<file path="config.mk">
export PLATFORM = sky130hd
export DESIGN_NAME = vfp_pattern_frame_gen
export DESIGN_NICKNAME = d
export VERILOG_FILES = /design/src/rtl/vfp_pattern_frame_gen.sv
export SDC_FILE = /design/constraint.sdc
export NUM_CORES = 1
export LEC_CHECK = 0
export BUFFER_PORTS_ARGS = -buffer_cell sky130_fd_sc_hd__buf_2
export CAP_MARGIN = 20
export CELL_PAD_IN_SITES_DETAIL_PLACEMENT = 0
export CELL_PAD_IN_SITES_GLOBAL_PLACEMENT = 1
export CORE_MARGIN = 4
export CORE_UTILIZATION = 30
export DETAILED_ROUTE_END_ITERATION = 16
export PLACE_DENSITY = 0.61
export SLEW_MARGIN = 10
export SYNTH_ARGS = -nofsm -noshare
export SYNTH_HDL_FRONTEND = slang
export SYNTH_SLANG_ARGS = --single-unit
</file>
<file path="constraint.sdc">
create_clock -name clkmm -period 4.2 [get_ports clkmm]
set_input_delay 0 -clock clkmm [delete_from_list [all_inputs] [get_ports clkmm]]
set_output_delay 0 -clock clkmm [all_outputs]
set_load 0.02 [all_outputs]
</file>
<file path="src/rtl/vfp_pattern_frame_gen.sv">
// vfp_pattern_frame_gen: raster test-pattern source. Produces active/blanked
// frames with sof/eof markers, six selectable patterns, downstream backpressure
// and a bounded or continuous frame count.
// Optional feature macro: VFP_PATGEN_LFSR_EN -- when defined, mode 3 is an
// LFSR random pattern; when undefined the LFSR is absent and mode 3 falls back
// to the incrementer pattern.
module vfp_pattern_frame_gen #(
  parameter int IMG_WIDTH  = 1920,
  parameter int IMG_HEIGHT = 1080,
  parameter int H_BLANK    = 16,
  parameter int V_BLANK    = 32,
  parameter int DATA_W     = 8,
  parameter int XY_W       = 12
) (
  input  logic                clkmm,
  input  logic                reset,
  input  logic                iReadyToRead,
  input  logic [2:0]          iMode,
  input  logic [3*DATA_W-1:0] iSolidRgb,
  input  logic [15:0]         iNumFrames,
  input  logic                iDsReady,
  output logic                valid,
  output logic                lvalid,
  output logic                fvalid,
  output logic                sof,
  output logic                eof,
  output logic [3*DATA_W-1:0] rgb,
  output logic [XY_W-1:0]     x,
  output logic [XY_W-1:0]     y,
  output logic                oBusy,
  output logic [15:0]         oFrameCount,
  output logic                oDone
);

  localparam int BMAX = (H_BLANK > V_BLANK) ? H_BLANK : V_BLANK;
  localparam int BW   = $clog2(BMAX + 1);
  localparam int XE_W = XY_W + 4;
  localparam logic [XY_W-1:0] X_LAST  = XY_W'(IMG_WIDTH - 1);
  localparam logic [XY_W-1:0] Y_LAST  = XY_W'(IMG_HEIGHT - 1);
  localparam logic [BW-1:0]   HB_LAST = BW'(H_BLANK - 1);
  localparam logic [BW-1:0]   VB_LAST = BW'(V_BLANK - 1);

  typedef enum logic [2:0] {S_IDLE, S_ACTIVE, S_HBLANK, S_VBLANK, S_DONE} state_t;

  state_t              state_q;
  logic [2:0]          mode_q;
  logic [15:0]         nframes_q;
  logic [BW-1:0]       bcnt_q;
  logic [2:0]          m_new;
  logic [XY_W-1:0]     x_inc, y_inc;
  logic [3*DATA_W-1:0] rnd_seed, rnd_cur, rnd_nx;

  assign x_inc = x + 1'b1;
  assign y_inc = y + 1'b1;

  // Colour bar index: count how many precomputed bar-start thresholds x has
  // passed. Bar i starts at ceil(i*IMG_WIDTH/8), so no divider is needed.
  function automatic logic [2:0] bar_idx(input logic [XY_W-1:0] px);
    logic [2:0] idx;
    idx = 3'd0;
    for (int i = 1; i < 8; i++)
      if (32'(px) >= 32'((i * IMG_WIDTH + 7) / 8)) idx = 3'(i);
    return idx;
  endfunction

  function automatic logic [3*DATA_W-1:0] pattern(
    input logic [2:0]          m,
    input logic [XY_W-1:0]     px,
    input logic [XY_W-1:0]     py,
    input logic [3*DATA_W-1:0] rnd,
    input logic [3*DATA_W-1:0] solid
  );
    logic [DATA_W-1:0]   cx, cy;
    logic [XE_W-1:0]     xe, ye;
    logic [2:0]          c;
    logic [3*DATA_W-1:0] res;
    cx = DATA_W'(px);
    cy = DATA_W'(py);
    xe = XE_W'(px);
    ye = XE_W'(py);
    c  = 3'd7 - bar_idx(px);
    case (m)
      3'd0:    res = {cx, cy, DATA_W'(cx + cy)};
      3'd1:    res = solid;
      3'd2:    res = {{DATA_W{c[2]}}, {DATA_W{c[1]}}, {DATA_W{c[0]}}};
      3'd3:    res = rnd;
      3'd4:    res = {cx, cx, cx};
      3'd5:    res = (xe[3] ^ ye[3]) ? '1 : '0;
      default: res = '0;
    endcase
    return res;
  endfunction

`ifdef VFP_PATGEN_LFSR_EN
  localparam logic [31:0] LFSR_SEED = 32'hACE12468;
  localparam logic [31:0] LFSR_POLY = 32'h80200003;
  localparam int          LREP      = (3 * DATA_W + 31) / 32;

  logic [31:0] lfsr_q, lfsr_nx;

  function automatic logic [31:0] lfsr_step(input logic [31:0] lf);
    return lf[0] ? ((lf >> 1) ^ LFSR_POLY) : (lf >> 1);
  endfunction

  // Wide channels take the 32-bit state replicated up to 3*DATA_W bits.
  function automatic logic [3*DATA_W-1:0] lfsr_bits(input logic [31:0] lf);
    logic [LREP*32-1:0] r;
    r = {LREP{lf}};
    return r[3*DATA_W-1:0];
  endfunction

  assign lfsr_nx  = lfsr_step(lfsr_q);
  assign rnd_seed = lfsr_bits(LFSR_SEED);
  assign rnd_cur  = lfsr_bits(lfsr_q);
  assign rnd_nx   = lfsr_bits(lfsr_nx);
  assign m_new    = iMode;

  // LFSR reseeds at run start and advances once per accepted pixel.
  always_ff @(posedge clkmm) begin
    if (reset || (state_q == S_IDLE && iReadyToRead)) lfsr_q <= LFSR_SEED;
    else if (valid && iDsReady)                        lfsr_q <= lfsr_nx;
  end
`else
  assign rnd_seed = '0;
  assign rnd_cur  = '0;
  assign rnd_nx   = '0;
  // Without the LFSR, mode 3 is latched as the incrementer.
  assign m_new    = (iMode == 3'd3) ? 3'd0 : iMode;
`endif

  // Frame sequencer; every output is computed for the next pixel and registered.
  always_ff @(posedge clkmm) begin
    if (reset) begin
      state_q     <= S_IDLE;
      mode_q      <= '0;
      nframes_q   <= '0;
      bcnt_q      <= '0;
      valid       <= 1'b0;
      lvalid      <= 1'b0;
      fvalid      <= 1'b0;
      sof         <= 1'b0;
      eof         <= 1'b0;
      rgb         <= '0;
      x           <= '0;
      y           <= '0;
      oBusy       <= 1'b0;
      oFrameCount <= '0;
      oDone       <= 1'b0;
    end else begin
      oDone <= 1'b0;
      case (state_q)
        S_IDLE: if (iReadyToRead) begin
          state_q     <= S_ACTIVE;
          mode_q      <= m_new;
          nframes_q   <= iNumFrames;
          oFrameCount <= '0;
          oBusy       <= 1'b1;
          {valid, lvalid, fvalid, sof} <= 4'b1111;
          eof         <= 1'b0;
          x           <= '0;
          y           <= '0;
          rgb         <= pattern(m_new, '0, '0, rnd_seed, iSolidRgb);
        end
        S_ACTIVE: if (iDsReady) begin
          sof <= 1'b0;
          if (x == X_LAST) begin
            state_q <= S_HBLANK;
            bcnt_q  <= '0;
            valid   <= 1'b0;
            lvalid  <= 1'b0;
            eof     <= 1'b0;
          end else begin
            x   <= x_inc;
            eof <= (x_inc == X_LAST) && (y == Y_LAST);
            rgb <= pattern(mode_q, x_inc, y, rnd_nx, iSolidRgb);
          end
        end
        S_HBLANK: if (bcnt_q == HB_LAST) begin
          bcnt_q <= '0;
          if (y == Y_LAST) begin
            state_q     <= S_VBLANK;
            fvalid      <= 1'b0;
            oFrameCount <= oFrameCount + 1'b1;
          end else begin
            state_q <= S_ACTIVE;
            valid   <= 1'b1;
            lvalid  <= 1'b1;
            x       <= '0;
            y       <= y_inc;
            rgb     <= pattern(mode_q, '0, y_inc, rnd_cur, iSolidRgb);
          end
        end else begin
          bcnt_q <= bcnt_q + 1'b1;
        end
        S_VBLANK: if (bcnt_q == VB_LAST) begin
          bcnt_q <= '0;
          if (nframes_q != '0 && oFrameCount == nframes_q) begin
            state_q <= S_DONE;
            oDone   <= 1'b1;
            oBusy   <= 1'b0;
            x       <= '0;
            y       <= '0;
            rgb     <= '0;
          end else begin
            state_q <= S_ACTIVE;
            mode_q  <= m_new;
            {valid, lvalid, fvalid, sof} <= 4'b1111;
            x       <= '0;
            y       <= '0;
            rgb     <= pattern(m_new, '0, '0, rnd_cur, iSolidRgb);
          end
        end else begin
          bcnt_q <= bcnt_q + 1'b1;
        end
        S_DONE:  state_q <= S_IDLE;
        default: state_q <= S_IDLE;
      endcase
    end
  end

endmodule

</file>
* Yosys cells after proc, flatten, opt, wreduce, memory -nomap -nowiden
Cells that the tools add are included.
** Operators by class
- Add/subtract/negate cells :: 6
- Magnitude comparators :: 7
- Equal/unequal tests :: 26
- Mux-type cells :: 77
- Bitwise gates (word level) :: 3
- Reduce and logical (&&, ||, !) cells :: 25
** Operator list (number)
- 24-bit 2-to-1 mux :: 9
- 24-bit case mux with 4 select lines :: 2
- 24-bit case mux with 5 select lines :: 1
- 12-bit 2-to-1 mux :: 8
- 3-bit 2-to-1 mux :: 20
- 16-bit 2-to-1 mux :: 3
- 12-bit case mux with 4 select lines :: 1
- 24-bit case mux with 2 select lines :: 1
- 12-bit by 11-bit == test with 1-bit output (second input constant) :: 3
- 12-bit by 11-bit >= comparator with 1-bit output (second input constant) :: 3
- 12-bit case mux with 3 select lines :: 1
- 16-bit case mux with 2 select lines :: 1
- 12-bit by 1-bit adder with 12-bit output (second input constant) :: 2
- 12-bit by 10-bit >= comparator with 1-bit output (second input constant) :: 2
- 6-bit 2-to-1 mux :: 4
- 2-bit inequality test (second input constant) :: 10
- 6-bit case mux with 3 select lines :: 1
- 1-bit 2-to-1 mux :: 17
- 16-bit by 1-bit adder with 16-bit output (second input constant) :: 1
- 16-bit == test :: 1
- 16-bit nonzero test :: 1
- 3-bit by 2-bit == test with 1-bit output (second input constant) :: 5
- 5-bit AND reduction :: 3
- 12-bit by 8-bit >= comparator with 1-bit output (second input constant) :: 1
- other kinds (28) :: 43
** Word-level totals
- Flip-flop bits (word level) :: 98
- Input bits :: 47
- Output and inout bits :: 71

* Depth between registers and ports, before layout
Gate-level depths: netlist of run 1.
- Depth after elaboration :: 18
- Gate-level depth with buffers :: 13
- Gate-level depth less buffers :: 11

* Least setup slack after synthesis of run 1
No wires, ideal clock.
- Path kind :: register to register
- From :: register x[1]
- To :: register rgb[7]
- Setup time :: 0.130 ns
- Arrival time :: 3.021 ns
- Required time :: 4.070 ns
- Path slack :: 1.049 ns
- Cell stages (with the launch flop) :: 13
- Path buffers :: 2
- Period minus slack after synthesis :: 3.151 ns
- Path through :: dfxtp_1 -> ha_1 -> clkbuf_1 -> clkbuf_1 -> xor2_1 -> ha_1 -> inv_1 -> o211ai_1 -> a2111oi_0 -> o31a_1 -> nor3_1 -> nor4_1 -> a211oi_2
** On the way
- Cells in the longest elaborated chain, start to end :: 18
- Elaborated cells between the ends (all ways) :: 30
- Those cells by class :: add/sub: 3; order compare: 7; eq/ne: 2; mux: 16; bitwise: 1; reduce/logical: 1
** RTL lines
- start: declaration :: RTL line 28 : output logic [XY_W-1:0] x,
- start signal: assignment :: RTL line 173 : x <= x_inc;
- 12-bit by 1-bit adder with 12-bit output :: RTL line 53 : assign x_inc = x + 1'b1;
- 12-bit by 8-bit >= comparator with 1-bit output :: RTL line 62 : if (32'(px) >= 32'((i * IMG_WIDTH + 7) / 8)) idx = 3'(i);
- 1-bit 2-to-1 mux :: RTL line 62
- 3-bit 2-to-1 mux (6 in a row) :: RTL line 62
- 3-bit 2-to-1 mux :: RTL line 166 : if (x == X_LAST) begin
- 3-bit 2-to-1 mux :: RTL line 164 : S_ACTIVE: if (iDsReady) begin
- 3-bit 2-to-1 mux :: RTL line 151 : case (state_q)
- 3-bit 2-to-1 mux :: RTL line 133 : if (reset) begin
- 3-bit subtractor :: RTL line 81 : c = 3'd7 - bar_idx(px);
- 24-bit case mux with 5 select lines :: RTL line 82 : case (m)
- 24-bit 2-to-1 mux :: RTL line 166
- 24-bit 2-to-1 mux :: RTL line 164
- 24-bit case mux with 4 select lines :: RTL line 151
- end signal: assignment :: RTL line 162 : rgb <= pattern(m_new, '0, '0, rnd_seed, iSolidRgb);
- end signal: assignment :: RTL line 175 : rgb <= pattern(mode_q, x_inc, y, rnd_nx, iSolidRgb);
- end signal: assignment :: RTL line 190 : rgb <= pattern(mode_q, '0, y_inc, rnd_cur, iSolidRgb);
- end: declaration :: RTL line 27 : output logic [3*DATA_W-1:0] rgb,
Parallel ways exist; a longest one is shown, timed or not. The select of a mux whose other input is x is not followed.
A chain may end at the register's enable or synchronous reset.

* Final worst setup path of run 1
- From :: register x[0]
- To :: register rgb[7]
Same word-level chain as after synthesis.

==> results of run 1 <==
-- per-layer routing --
metal	track usage	up-vias	share of wire	routed length [um]
met5	0.0133	-	0.0016	44
met4	0.0585	2	0.022	599
met3	0.0400	42	0.061	1690
met2	0.320	293	0.44	12200
met1	0.291	3665	0.47	13100
li1	-	3728	-	-
-- power breakdown --
group	leakage [nW]	switching, W	internal (W)
registers	0.797	0.000114	0.00103
clock network	0.155	0.000460	0.000485
logic	2.35	0.000884	0.000432
-- timing repair --
| item | in CTS | in global routing |
|---|---|---|
| buffers inserted | 0 | 0 |
| hold endpoints to repair | 19 | 0 |
| hold buffers | 19 | 0 |
-- placed cells by master (no fill, tap or decap), drive strengths merged, types with 10 or more instances in the layout --
| cell | n |
|---|---|
| o31ai | 17 |
| o21ai | 64 |
| and3 | 10 |
| a211oi | 21 |
| nor3 | 20 |
| nand4 | 17 |
| and2 | 11 |
| nand3 | 32 |
| nor4 | 19 |
| dfxtp | 98 |
| nand2 | 119 |
| buf | 137 |
| o211ai | 13 |
| inv | 22 |
| a31oi | 12 |
| xnor2 | 13 |
| nor2 | 83 |
| dlygate4sd3 | 19 |
| xor2 | 44 |
| a21oi | 118 |
| ha | 12 |
-- synth_stat cells (3+ instances only) --
master       n  area share
nand3b_1     4      0.0043
and2_1      10      0.0089
nor4_1      15       0.013
o211ai_1    13       0.014
o21a_1       9      0.0097
o22ai_1      5      0.0045
xnor2_1     13       0.016
o31ai_1     17       0.018
a211oi_2     3      0.0054
nand4_1     17       0.015
nand2_1    119       0.064
o2bb2ai_1    3      0.0038
a21o_1       9      0.0097
nor2b_1      7      0.0063
a221o_1      3      0.0043
nor3b_1      7      0.0075
and4_1       5      0.0063
o21ai_0     62       0.044
or3_1        7      0.0063
inv_1       17      0.0091
a211oi_1    18       0.019
mux2i_1      5      0.0072
buf_2       10      0.0072
o2111ai_1    3      0.0038
clkbuf_1    51       0.027
o31a_1       6      0.0075
a221oi_1     4      0.0050
a21oi_1    118       0.084
a21boi_0     5      0.0054
xor2_1      44       0.055
nor4_2       3      0.0054
a311oi_1     7      0.0088
dfxtp_1     98        0.28
a22oi_1      5      0.0054
nand2b_1     5      0.0045
ha_1        12       0.021
and3_1      10      0.0089
nor2_1      83       0.045
nand3_1     32       0.023
nor3_1      20       0.014
a31oi_1     12       0.011
a32oi_1      3      0.0038
-- how the worst max path moves through the flow --
stage,endpoint,cells after the start
final,rgb[7],10
after global routing,rgb[7],12
after CTS,rgb[7],10
after detailed placement,rgb[7],10
after global placement,rgb[9],7
after floorplan,rgb[7],12
-- cell type report --
| cell class | count | share of cell area |
|---|---|---|
| timing repair buffer | 156 | 0.110 |
| tap | 313 | 0.0466 |
| inverter | 17 | 0.00759 |
| sequential | 98 | 0.233 |
| multi-input combinational | 772 | 0.564 |
| clock buffer | 9 | 0.0268 |
| clock inverter | 7 | 0.0112 |
-- kinds of logic (layout without fill, tap and decap cells) --
group | after synthesis | in the layout | synth area share
simple gates | 360 | 360 | 0.254
xor+xnor | 58 | 58 | 0.0746
flops | 98 | 98 | 0.280
fa+ha+maj | 13 | 13 | 0.0243
buf+inv | 82 | 189 | 0.0468
mux | 6 | 6 | 0.00876
compound gates | 335 | 335 | 0.311
-- worst register-to-register path, delay by kind of cell, from the launching register on --
kind	cells	cell delay [ns]
AOI/OAI and AO/OA	4	1.08
xor gates and xnor gates	1	0.46
adders and majority gates	1	0.39
DFF	1	0.52
and+or+nand+nor	4	0.81
-- per-stage QoR --
step	hold WS (ns)	total power [W]	utilization	cells	cell area, sq um
detailed placement	0.250	0.00245	0.346	1336	7890
global placement	0.246	0.00246	0.346	1336	7890
floorplan	0.136	0.00199	-	952	7000
finish	0.0223	0.00340	0.369	1372	8400
CTS	0.0109	0.00342	0.369	1371	8400
global route	0.0655	0.00360	0.369	1372	8400
-- registers in the layout, indices dropped and copies added, names as in the netlist --
signal,flops
eof,1
x,12
sof,1
y,12
oFrameCount,16
lvalid,1
state_q,3
nframes_q,16
fvalid,1
rgb,24
oBusy,1
oDone,1
mode_q,3
bcnt_q,6
==> summary.md, run 1 <==
| Metric | Value |
|---|---|
| Status | complete, no violations |
| Root buffer cell | clkbuf_16 |
| Port Buf Inserts | 117 |
| Inserted Clock Buffers | 9 |
| Worst slew margin | 0.333 |
| Final WS setup | ~0.86 ns |
| Crit path arrival time | 3.60 ns |
| Main synth FF type | dfxtp_1 |
| Total Routed Length | 27700 um |
| Critical Path Start Type | flip-flop |
| Seq/Total Area, Yosys | 0.280 |
| Synthesized area | 7000 sq um |
| Crit. Startpoint | x[0] |
| Initial DRC Count | about 630 |
| Seq. cell area | 1960 sq um |
| Netlist cell types | roughly 80 |
| Setup crit end kind | flip-flop |
| Initial antenna violation count | 0 |
| Hold path depth | 5 |
| TritonCTS Sinks | between 90 and 100 |
| Fin nets | 1114 |
| Min-Delay Endpoint | rgb[14] |
| Hold path start | iSolidRgb[14] |
| Routed length per instance | 20.2 um |
| Cts repair resizes | 0 |
| Total iterations of the first detailed-routing run | 5 |
| TNS Setup | 0 ns |
| Avg Synthesized Cell Area | 7.35 sq um |
| Final worst clock skew | 0.0162 ns |
| First-pass GRT wire length | 42400 um |
| Pin slew with the least headroom to its limit | 1.00 ns |
| Initial core utilization | 0.307 |
| Worst Reg-to-Reg Cells | 10 |
| Die width | 161 um |
| Number of global-route vias before repair | a little over 7000 |
| Post-synthesis async set-or-reset flop share | 0 |
| Final setup viols | 0 |
| Synth warn | 0 |
| Crit path kind | flip-flop to flip-flop |
| Die area | roughly 26000 sq um |
| Dpl ws | ~0.84 ns |
| Vias per Instance | 5.63 |
| Antenna viol nets, final | 0 |
| Final GP Congestion | roughly 0.9 |
| Critical-path cell list | and2_0 > nand2_1 > xnor2_1 > ha_1 > o21a_1 > a2111oi_0 > o31a_1 > nor3_1 > nor4_1 > a211oi_2 |
| Worst path buffer plus inverter count | 0 |
| Clk slew on worst S/H paths | 0.09 ns |
| CTS tree | built |
| R2R Path Start | x[0] |
| Area growth, synth to finish | 20.1% |
| Max Freq | 299 MHz |
| Area of the multi-input gates | 4740 sq um |
| Worst vdd ir | 0.000200 V |
| Worst-Skew Late Latency | ~0.37 ns |
| DRC | 0 |
| Worst reg2reg setup slack | 0.86 ns |
| Mapped Cells | 952 |
| Leak | 3.31 nW |
| Filler cells | ~2500 |
| Worst Hold Class | primary input to flip-flop |
| CP Max Fanout | 11 |
| Slew Limit Fails | 0 |
| Vias | 7730 |
| Synthesized net count | between 1000 and 1500 |
| Total gr overflow | 0 |
| Total track usage | 0.206 |
| Proportion of layout cells with a drive suffix above 1 | 0.172 |
| Clock buffer depth | 2 |
| Largest net degree at the start of global routing | 58 |
| Worst EP required | roughly 4.5 ns |
| Inserted Diodes | 0 |
| Final Hold Fails | 0 |
| Hpwl dp | 20000 um |
| RSZ-0062 raised after global routing | false |
| CP max stage delay | between 0.5 and 0.6 ns |
| Number of synthesized flops with an enable pin | 0 |
| Top delay family on crit path | compound AO/OA/AOI/OAI gates |
| Fin crit share | 0.796 |
| Post-synthesis register bit count | 98 |
| FP Rows | 55 |
| IO Pins | 118 |
| Slowest CP cell | a2111oi_0 |
| Min Tclk post-route | 3.34 ns |
| Max cap viols | 0 |
| Die Y | 161 um |
| Core area | 22800 sq um |
| CTS HTree Levels | 3 |
| Pwr per Cell Area | just over 400 nW/um^2 |
| Reg-to-Reg End | rgb[7] |
No activity file was read; power rests on OpenSTA's default activity.
==> inputs of run 2 (changes only) <==
--- a/config.mk
+++ b/config.mk
@@ -5,6 +5,7 @@
 export SDC_FILE = /design/constraint.sdc
 export NUM_CORES = 1
 export LEC_CHECK = 0
+export ABC_AREA = 1
 export BUFFER_PORTS_ARGS = -buffer_cell sky130_fd_sc_hd__buf_2
 export CAP_MARGIN = 20
 export CELL_PAD_IN_SITES_DETAIL_PLACEMENT = 0
@@ -12,7 +13,7 @@
 export CORE_MARGIN = 4
 export CORE_UTILIZATION = 30
 export DETAILED_ROUTE_END_ITERATION = 16
-export PLACE_DENSITY = 0.61
+export PLACE_DENSITY = 0.66
 export SLEW_MARGIN = 10
 export SYNTH_ARGS = -nofsm -noshare
 export SYNTH_HDL_FRONTEND = slang
==> constraint.sdc (replaced) <==
create_clock -name clkmm -period 3 [get_ports clkmm]
set_input_delay 0 -clock clkmm [delete_from_list [all_inputs] [get_ports clkmm]]
set_output_delay 0 -clock clkmm [all_outputs]
set_load 0.02 [all_outputs]
==> summary.md, run 2 <==
| Metric | Value |
|---|---|
| Initial DRC Count | 518 (was 634) |
| Min Tclk post-route | 2.74 ns (was 3.34 ns) |
| Slowest CP cell | dfxtp_1 (was a2111oi_0) |
| Pin slew with the least headroom to its limit | 0.738 ns (was 1.00 ns) |
| Final GP Congestion | 0.901 (about the same) |
| TNS Setup | 0 ns (unchanged) |
| Antenna viol nets, final | 0 (unchanged) |
| Seq/Total Area, Yosys | 0.291 (was 0.280) |
| Final worst clock skew | 0.0108 ns (was 0.0162 ns) |
| Area growth, synth to finish | 22.3% (was 20.1%) |
| Total setup buffers inserted after CTS | 0 (unchanged) |
| Synthesized net count | 1136 (was 1012) |
| Switching share of power | 0.529 (was 0.428) |
| Max cap viols | 0 (unchanged) |
| Pwr per Cell Area | 969 nW/um^2 (was 405 nW/um^2) |
| Total iterations of the first detailed-routing run | 5 (unchanged) |
| Top-count cell post-synth | nand2_1 (unchanged) |
| Crit path arrival time | 3.04 ns (was 3.60 ns) |
| Die area | 24900 sq um (was 25800 sq um) |
| Vias | 7560 (was 7730) |
| CP Max Fanout | 8 (was 11) |
| Main synth FF type | dfxtp_1 (unchanged) |
| Clk pwr share | 0.156 (was 0.278) |
| Total track usage | 0.204 (was 0.206) |
| Top cells by count, synth | 243 x nand2_1, 123 x a21oi_1, 123 x inv_1 (was 119 x nand2_1, 118 x a21oi_1, 98 x dfxtp_1) |
| Seq. cell area | 1960 sq um (about the same) |
| Worst vdd ir | 0.000426 V (was 0.000200 V) |
| Clk slew on worst S/H paths | 0.08 ns (was 0.09 ns) |
| Total gr overflow | 0 (unchanged) |
| Final setup viols | 0 (unchanged) |
| Worst Reg-to-Reg Cells | 11 (was 10) |
| Proportion of layout cells with a drive suffix above 1 | 0.184 (was 0.172) |
| Vias per Instance | 5.05 (was 5.63) |
| Worst-Skew Late Latency | 0.37 ns (about the same) |
| Largest register FFs | 24 (unchanged) |
| Clock buffer depth | 2 (unchanged) |
| Initial core utilization | 0.307 (about the same) |
| Reg-to-Reg End | rgb[17] (was rgb[7]) |
| DRC | 0 (unchanged) |
| Total Routed Length | 25600 um (was 27700 um) |
| Area of the multi-input gates | 4110 sq um (was 4740 sq um) |
| Root buffer cell | clkbuf_16 (unchanged) |
| Post-synthesis async set-or-reset flop share | 0 (unchanged) |
| Hold Slack | 0.00841 ns (was 0.0223 ns) |
| Fin nets | 1272 (was 1114) |
| Crit. Startpoint | x[2] (was x[0]) |
| RSZ-0062 raised after global routing | false (unchanged) |
| Inserted Clock Buffers | 9 (unchanged) |
| Core area | 22000 sq um (was 22800 sq um) |
| FP Rows | 54 (was 55) |
| Port Buf Inserts | 117 (unchanged) |
| Post-synthesis register bit count | 98 (unchanged) |
| Number of synthesized flops with an enable pin | 0 (unchanged) |
| CTS tree | built (unchanged) |
| Avg Synthesized Cell Area | 6.26 sq um (was 7.35 sq um) |
| Hpwl dp | 19200 um (was 20000 um) |
| Mapped Cells | 1076 (was 952) |
| Inserted Diodes | 0 (unchanged) |
| R2R Path Start | x[2] (was x[0]) |
| Min-Delay Endpoint | nframes_q[13] (was rgb[14]) |
| Final Hold Fails | 0 (unchanged) |
| Routed length per instance | 17.1 um (was 20.2 um) |
| Worst EP required | 3.30 ns (was 4.46 ns) |
| TritonCTS Sinks | 98 (unchanged) |
| Slew Limit Fails | 0 (unchanged) |
| Top reg by flops | rgb (unchanged) |
| Die width | 158 um (was 161 um) |
| Largest net degree at the start of global routing | 57 (was 58) |
| Post-synth top area cell | dfxtp_1 (unchanged) |
| Critical Path Start Type | flip-flop (unchanged) |
| Crit path kind | flip-flop to flip-flop (unchanged) |
| Setup crit end kind | flip-flop (unchanged) |
| Main area contributors after synthesis | dfxtp_1 29%, nand2_1 14%, a21oi_1 9.1% (was dfxtp_1 28%, a21oi_1 8.4%, nand2_1 6.4%) |
| Commonest non-fill, non-tap cell in the layout | nand2_1 (unchanged) |
| IO Pins | 118 (unchanged) |
| Worst Hold Class | primary input to flip-flop (unchanged) |
| Commonest non-fill, non-tap cells in the layout | 243 x nand2_1, 123 x inv_1, 123 x a21oi_1, 117 x buf_2, 115 x nor2_1 (was 119 x nand2_1, 118 x a21oi_1, 117 x buf_2, 98 x dfxtp_1, 80 x nor2_1) |
| Psw | 0.00422 W (was 0.00146 W) |
| Combinational fraction of design power | 0.600 (was 0.387) |
| Worst reg2reg setup slack | 0.26 ns (was 0.86 ns) |
| Synthesized area | 6730 sq um (was 7000 sq um) |
| Seq pwr share | 0.243 (was 0.336) |
| Netlist cell types | 47 (was 81) |
| Initial antenna violation count | 0 (unchanged) |
| Hold path depth | 3 (was 5) |
| Worst path buffer plus inverter count | 2 (was 0) |
| Synth warn | 0 (unchanged) |
| Critical-path cell list | nand3_2 > xor2_1 > ha_1 > inv_1 > nor3_1 > inv_1 > o21ai_0 > nor2_1 > o211ai_1 > nand2_1 > a31oi_1 (was and2_0 > nand2_1 > xnor2_1 > ha_1 > o21a_1 > a2111oi_0 > o31a_1 > nor3_1 > nor4_1 > a211oi_2) |
| Die Y | 158 um (was 161 um) |
| Biggest regs | rgb (24), nframes_q (16), oFrameCount (16) (unchanged) |
| Leak | 3.72 nW (was 3.31 nW) |
| CP max stage delay | 0.53 ns (was 0.55 ns) |
| CTS HTree Levels | 3 (unchanged) |
| First-pass GRT wire length | 39900 um (was 42400 um) |
| Fin crit share | 0.913 (was 0.796) |
| Area share of the largest cell type after synthesis | 0.291 (was 0.280) |
| Top delay family on crit path | simple AND/OR/NAND/NOR gates (was compound AO/OA/AOI/OAI gates) |
| Filler cells | 2459 (was 2460) |
| Hold path start | iReadyToRead (was iSolidRgb[14]) |
| Number of global-route vias before repair | 7147 (was 7235) |
| Worst slew margin | 0.508 (was 0.333) |
| Max Freq | 365 MHz (was 299 MHz) |
| Status | complete, no violations (unchanged) |
| Most used cell, CP | inv_1 |
| Int Power | 0.00375 W (was 0.00195 W) |
[run 2: cell types whose count changed after synthesis, sizes merged, moves of 11 or more]
cell and change:
xor2 -33, nand3 +21, inv +115, nor2 +48, and2 -11, clkbuf -26
nand2 +138, a21oi +13, nor3 +12, o31ai -16, o21ai +34, nor4 -13
[run 2: worst max path at each step]
stage / endpoint / slack [ns] / depth (start not counted)
floorplan: rgb[5] / 0.29 / 17
global placement: rgb[5] / 0.26 / 18
detailed placement: rgb[5] / 0.25 / 18
CTS: rgb[5] / 0.22 / 18
global route: rgb[5] / 0.04 / 18
finish: rgb[17] / 0.26 / 11
[run 2: metal layers]
metal  track usage  up-vias  routed length, um
li1              -     3849                  -
met1         0.295     3445              12500
met2         0.308      224              11000
met3        0.0295       42               1530
met4        0.0737        0                600
met5             0        -                  0
[run 2: final cells by class]
cell class / count / share of cell area
Timing Repair Buffer: 162 / 0.121
Tap cell: 280 / 0.0425
Clock buffer: 9 / 0.0274
Sequential cell: 98 / 0.239
Clock inverter: 7 / 0.00988
Inverter: 134 / 0.0611
Multi-Input combinational cell: 807 / 0.499
[run 2: power groups by stage]
stage | sequential [W] | combinational, W | clock [W]
floorplan | 0.00218 | 0.00292 | 0
global placement | 0.00198 | 0.00475 | 0
detailed placement | 0.00197 | 0.00473 | 0
CTS | 0.00194 | 0.00478 | 0.00128
global route | 0.00200 | 0.00532 | 0.00133
finish | 0.00194 | 0.00479 | 0.00125
[run 2: logic make-up (layout without fill, tap and decap cells)]
family,Yosys count,after routing,share of synthesized area
AND/OR/NAND/NOR,499,499,0.334
AO/OA/AOI/OAI,277,277,0.228
buffers and inverters,171,312,0.0983
flip-flops,98,98,0.291
XOR/XNOR,18,18,0.0234
adder cells (fa/ha/maj),13,13,0.0253
[run 2: tightest hold or removal path: stages]
cell and delay [ns]:
buf_2 0.16, nand3_1 0.10, a21oi_1 0.06
[run 2: timing repair]
action | CTS | global route
resized for setup | 0 | 3
endpoints found under the setup margin | 0 | 1
hold endpoints to repair | 16 | 0
hold buffers | 20 | 0
[run 2: per-stage QoR]
step,instances,worst slack [ns],power (W),cell area (sq um),utilization
2_1_floorplan,1076,0.294,0.00510,6730,-
3_5_place_dp,1461,0.245,0.00670,7720,0.352
4_1_cts,1497,0.222,0.00800,8230,0.375
3_3_place_gp,1461,0.257,0.00672,7720,0.352
5_1_grt,1497,0.0373,0.00864,8230,0.375
6_report,1497,0.262,0.00798,8230,0.375
==> inputs of run 3 (changes only) <==
--- a/config.mk
+++ b/config.mk
@@ -13,6 +13,7 @@
 export CORE_MARGIN = 4
 export CORE_UTILIZATION = 30
 export DETAILED_ROUTE_END_ITERATION = 16
+export GPL_TIMING_DRIVEN = 0
 export PLACE_DENSITY = 0.66
 export SLEW_MARGIN = 10
 export SYNTH_ARGS = -nofsm -noshare
==> summary.md, run 3 (synthesis results as in run 2) <==
| Metric | Value |
|---|---|
| Worst reg2reg setup slack | 0.27 ns (was 0.26 ns) |
| Final Power | 0.00806 W (was 0.00798 W) |
| Combinational fraction of design power | 0.604 (was 0.600) |
| Critical-path cell list | ha_4 > nand2_2 > inv_1 > nor2_4 > ha_4 > a21oi_2 > nand2_1 > nand2_1 > inv_1 > o21ai_0 > nand2_1 > or2_2 > a21oi_2 > nand2_1 > nand2_1 > nand2_1 > nand2_1 > a21oi_2 (was nand3_2 > xor2_1 > ha_1 > inv_1 > nor3_1 > inv_1 > o21ai_0 > nor2_1 > o211ai_1 > nand2_1 > a31oi_1) |
| Final worst clock skew | 0.0137 ns (was 0.0108 ns) |
| Die width | 158 um (unchanged) |
| Clk pwr share | 0.153 (was 0.156) |
| Final GP Congestion | 0.973 (was 0.901) |
| Proportion of layout cells with a drive suffix above 1 | 0.181 (was 0.184) |
| Crit path arrival time | 2.95 ns (was 3.04 ns) |
| Setup crit end kind | flip-flop (unchanged) |
| Core area | 22000 sq um (unchanged) |
| Most used cell, CP | nand2_1 (was inv_1) |
| Fin crit share | 0.911 (was 0.913) |
| R2R Path Start | x[1] (was x[2]) |
| Antenna viol nets, final | 0 (unchanged) |
| Total iterations of the first detailed-routing run | 7 (was 5) |
| Crit. Startpoint | x[1] (was x[2]) |
| CP max stage delay | 0.38 ns (was 0.53 ns) |
| Clk slew on worst S/H paths | 0.08 ns (about the same) |
| Reg-to-Reg End | rgb[5] (was rgb[17]) |
| Critical Path Start Type | flip-flop (unchanged) |
| Slowest CP cell | dfxtp_4 (was dfxtp_1) |
| Port Buf Inserts | 117 (unchanged) |
| Worst Hold Class | primary input to flip-flop (unchanged) |
| CTS tree | built (unchanged) |
| Switching share of power | 0.534 (was 0.529) |
| Slew Limit Fails | 0 (unchanged) |
| Worst slew margin | 0.365 (was 0.508) |
| Pwr per Cell Area | 977 nW/um^2 (was 969 nW/um^2) |
| Final setup viols | 0 (unchanged) |
| CTS HTree Levels | 3 (unchanged) |
| Worst EP required | 3.22 ns (was 3.30 ns) |
| Die area | 24900 sq um (unchanged) |
| Vias per Instance | 5.09 (was 5.05) |
| Max cap viols | 0 (unchanged) |
| Biggest regs | rgb (24), nframes_q (16), oFrameCount (16) (unchanged) |
| Post-route cell area | 8250 sq um (was 8230 sq um) |
| Area growth, synth to finish | 22.6% (was 22.3%) |
| Total track usage | 0.212 (was 0.204) |
| CP Max Fanout | 6 (was 8) |
| Leak | 3.67 nW (was 3.72 nW) |
| Top reg by flops | rgb (unchanged) |
| Worst-Skew Late Latency | 0.36 ns (was 0.37 ns) |
| First-pass GRT wire length | 40700 um (was 39900 um) |
| TritonCTS Sinks | 98 (unchanged) |
| Total gr overflow | 0 (unchanged) |
| Crit path kind | flip-flop to flip-flop (unchanged) |
| CP endpoint | rgb[5] (was rgb[17]) |
| Status | complete, no violations (unchanged) |
| Root buffer cell | clkbuf_16 (unchanged) |
| Total Routed Length | 26800 um (was 25600 um) |
| IO Pins | 118 (unchanged) |
| Final Hold Fails | 0 (unchanged) |
| Largest net degree at the start of global routing | 18 (was 57) |
| Min Tclk post-route | 2.73 ns (was 2.74 ns) |
| Worst Reg-to-Reg Cells | 18 (was 11) |
| Die Y | 158 um (unchanged) |
| Initial antenna violation count | 0 (unchanged) |
| Pin slew with the least headroom to its limit | 0.942 ns (was 0.738 ns) |
| Commonest non-fill, non-tap cells in the layout | 243 x nand2_1, 127 x buf_2, 122 x inv_1, 121 x a21oi_1, 115 x nor2_1 (was 243 x nand2_1, 123 x inv_1, 123 x a21oi_1, 117 x buf_2, 115 x nor2_1) |
| Clock buffer depth | 2 (unchanged) |
| Hpwl dp | 20800 um (was 19200 um) |
| Vias | 7692 (was 7560) |
| Utilization after layout | 0.376 (was 0.375) |
| Max Freq | 366 MHz (was 365 MHz) |
| Routed length per instance | 17.7 um (was 17.1 um) |
| Inserted Clock Buffers | 9 (unchanged) |
| Largest register FFs | 24 (unchanged) |
| DRC | 0 (unchanged) |
| Placed cell area | 7670 sq um (was 7720 sq um) |
| Fin nets | 1285 (was 1272) |
| Inserted Diodes | 0 (unchanged) |
| Number of global-route vias before repair | 7100 (was 7147) |
| Hold path depth | 3 (unchanged) |
| FP Rows | 54 (unchanged) |
| Hold Slack | 0.0423 ns (was 0.00841 ns) |
| Placed instance count | 1473 (was 1461) |
| Commonest non-fill, non-tap cell in the layout | nand2_1 (unchanged) |
| Initial core utilization | 0.307 (unchanged) |
| Worst vdd ir | 0.000360 V (was 0.000426 V) |
| Initial DRC Count | 563 (was 518) |
| Psw | 0.00431 W (was 0.00422 W) |
| Int Power | 0.00376 W (was 0.00375 W) |
| Seq pwr share | 0.243 (about the same) |
| Final Non-Filler Cells | 1510 (was 1497) |
[run 3: cell count changes in the layout (fill, tap and decap cells not counted), sizes merged]
cell	previous run	this run
bufinv	0	1
clkinvlp	0	2
dlygate4sd3	20	16
clkbuf	9	35
buf	142	134
inv	136	134
clkinv	5	3
[run 3: worst min-delay path by stage]
| stage | from | to | slack [ns] |
|---|---|---|---|
| final | iMode[2] | mode_q[2] | 0.04 |
| after global placement | iNumFrames[13] | nframes_q[13] | 0.28 |
| after detailed placement | iNumFrames[15] | nframes_q[15] | 0.28 |
| after global routing | iMode[2] | mode_q[2] | 0.09 |
| after CTS | iMode[2] | mode_q[2] | 0.04 |
| after floorplan | iNumFrames[12] | nframes_q[12] | 0.17 |
[run 3: repair_timing]
item | in CTS | in global routing
setup buffers | 0 | 5
pin swaps | 0 | 2
gates resized for setup | 5 | 12
hold buffers | 16 | 0
hold endpoints to repair | 16 | 0
endpoints found under the setup margin | 3 | 8
[run 3: layout make-up]
type / count / area, sq um
multi-input cells: 807 / 4180
repair buffers: 138 / 783
clock inverters: 6 / 72.6
inverters: 134 / 507
plain buffers: 37 / 159
fillers: 2473 / 13700
flip-flops and latches: 98 / 1970
well taps: 280 / 350
clock buffers: 10 / 229
[run 3: layer usage]
layer,track usage,vias up,share of wire
met3,0.0334,24,0.062
met1,0.301,3552,0.48
li1,-,3864,-
met2,0.335,252,0.45
met4,0.0524,0,0.017
met5,0,-,0
[run 3: metrics by stage]
step / setup TNS [ns] / setup WS, ns
2_1_floorplan: 0 / 0.294
3_3_place_gp: -0.480 / -0.359
3_5_place_dp: -0.403 / -0.351
4_1_cts: 0 / 0.00973
5_1_grt: -0.00192 / -0.00192
6_report: 0 / 0.267
[run 3: power by group through the flow]
stage	Sequential, W	Combinational (W)	Clock, W
finish	0.00196	0.00487	0.00123
global route	0.00200	0.00536	0.00132
CTS	0.00194	0.00477	0.00127
detailed placement	0.00197	0.00472	0
global placement	0.00198	0.00472	0
floorplan	0.00218	0.00292	0
[run 3: critical path: cells and delay by family, from the launching register on]
family,cells,cell delay [ns]
buffers and inverters,2,0.13
flip-flops,1,0.38
adder cells (fa/ha/maj),2,0.41
AND/OR/NAND/NOR,10,1.17
AO/OA/AOI/OAI,4,0.49
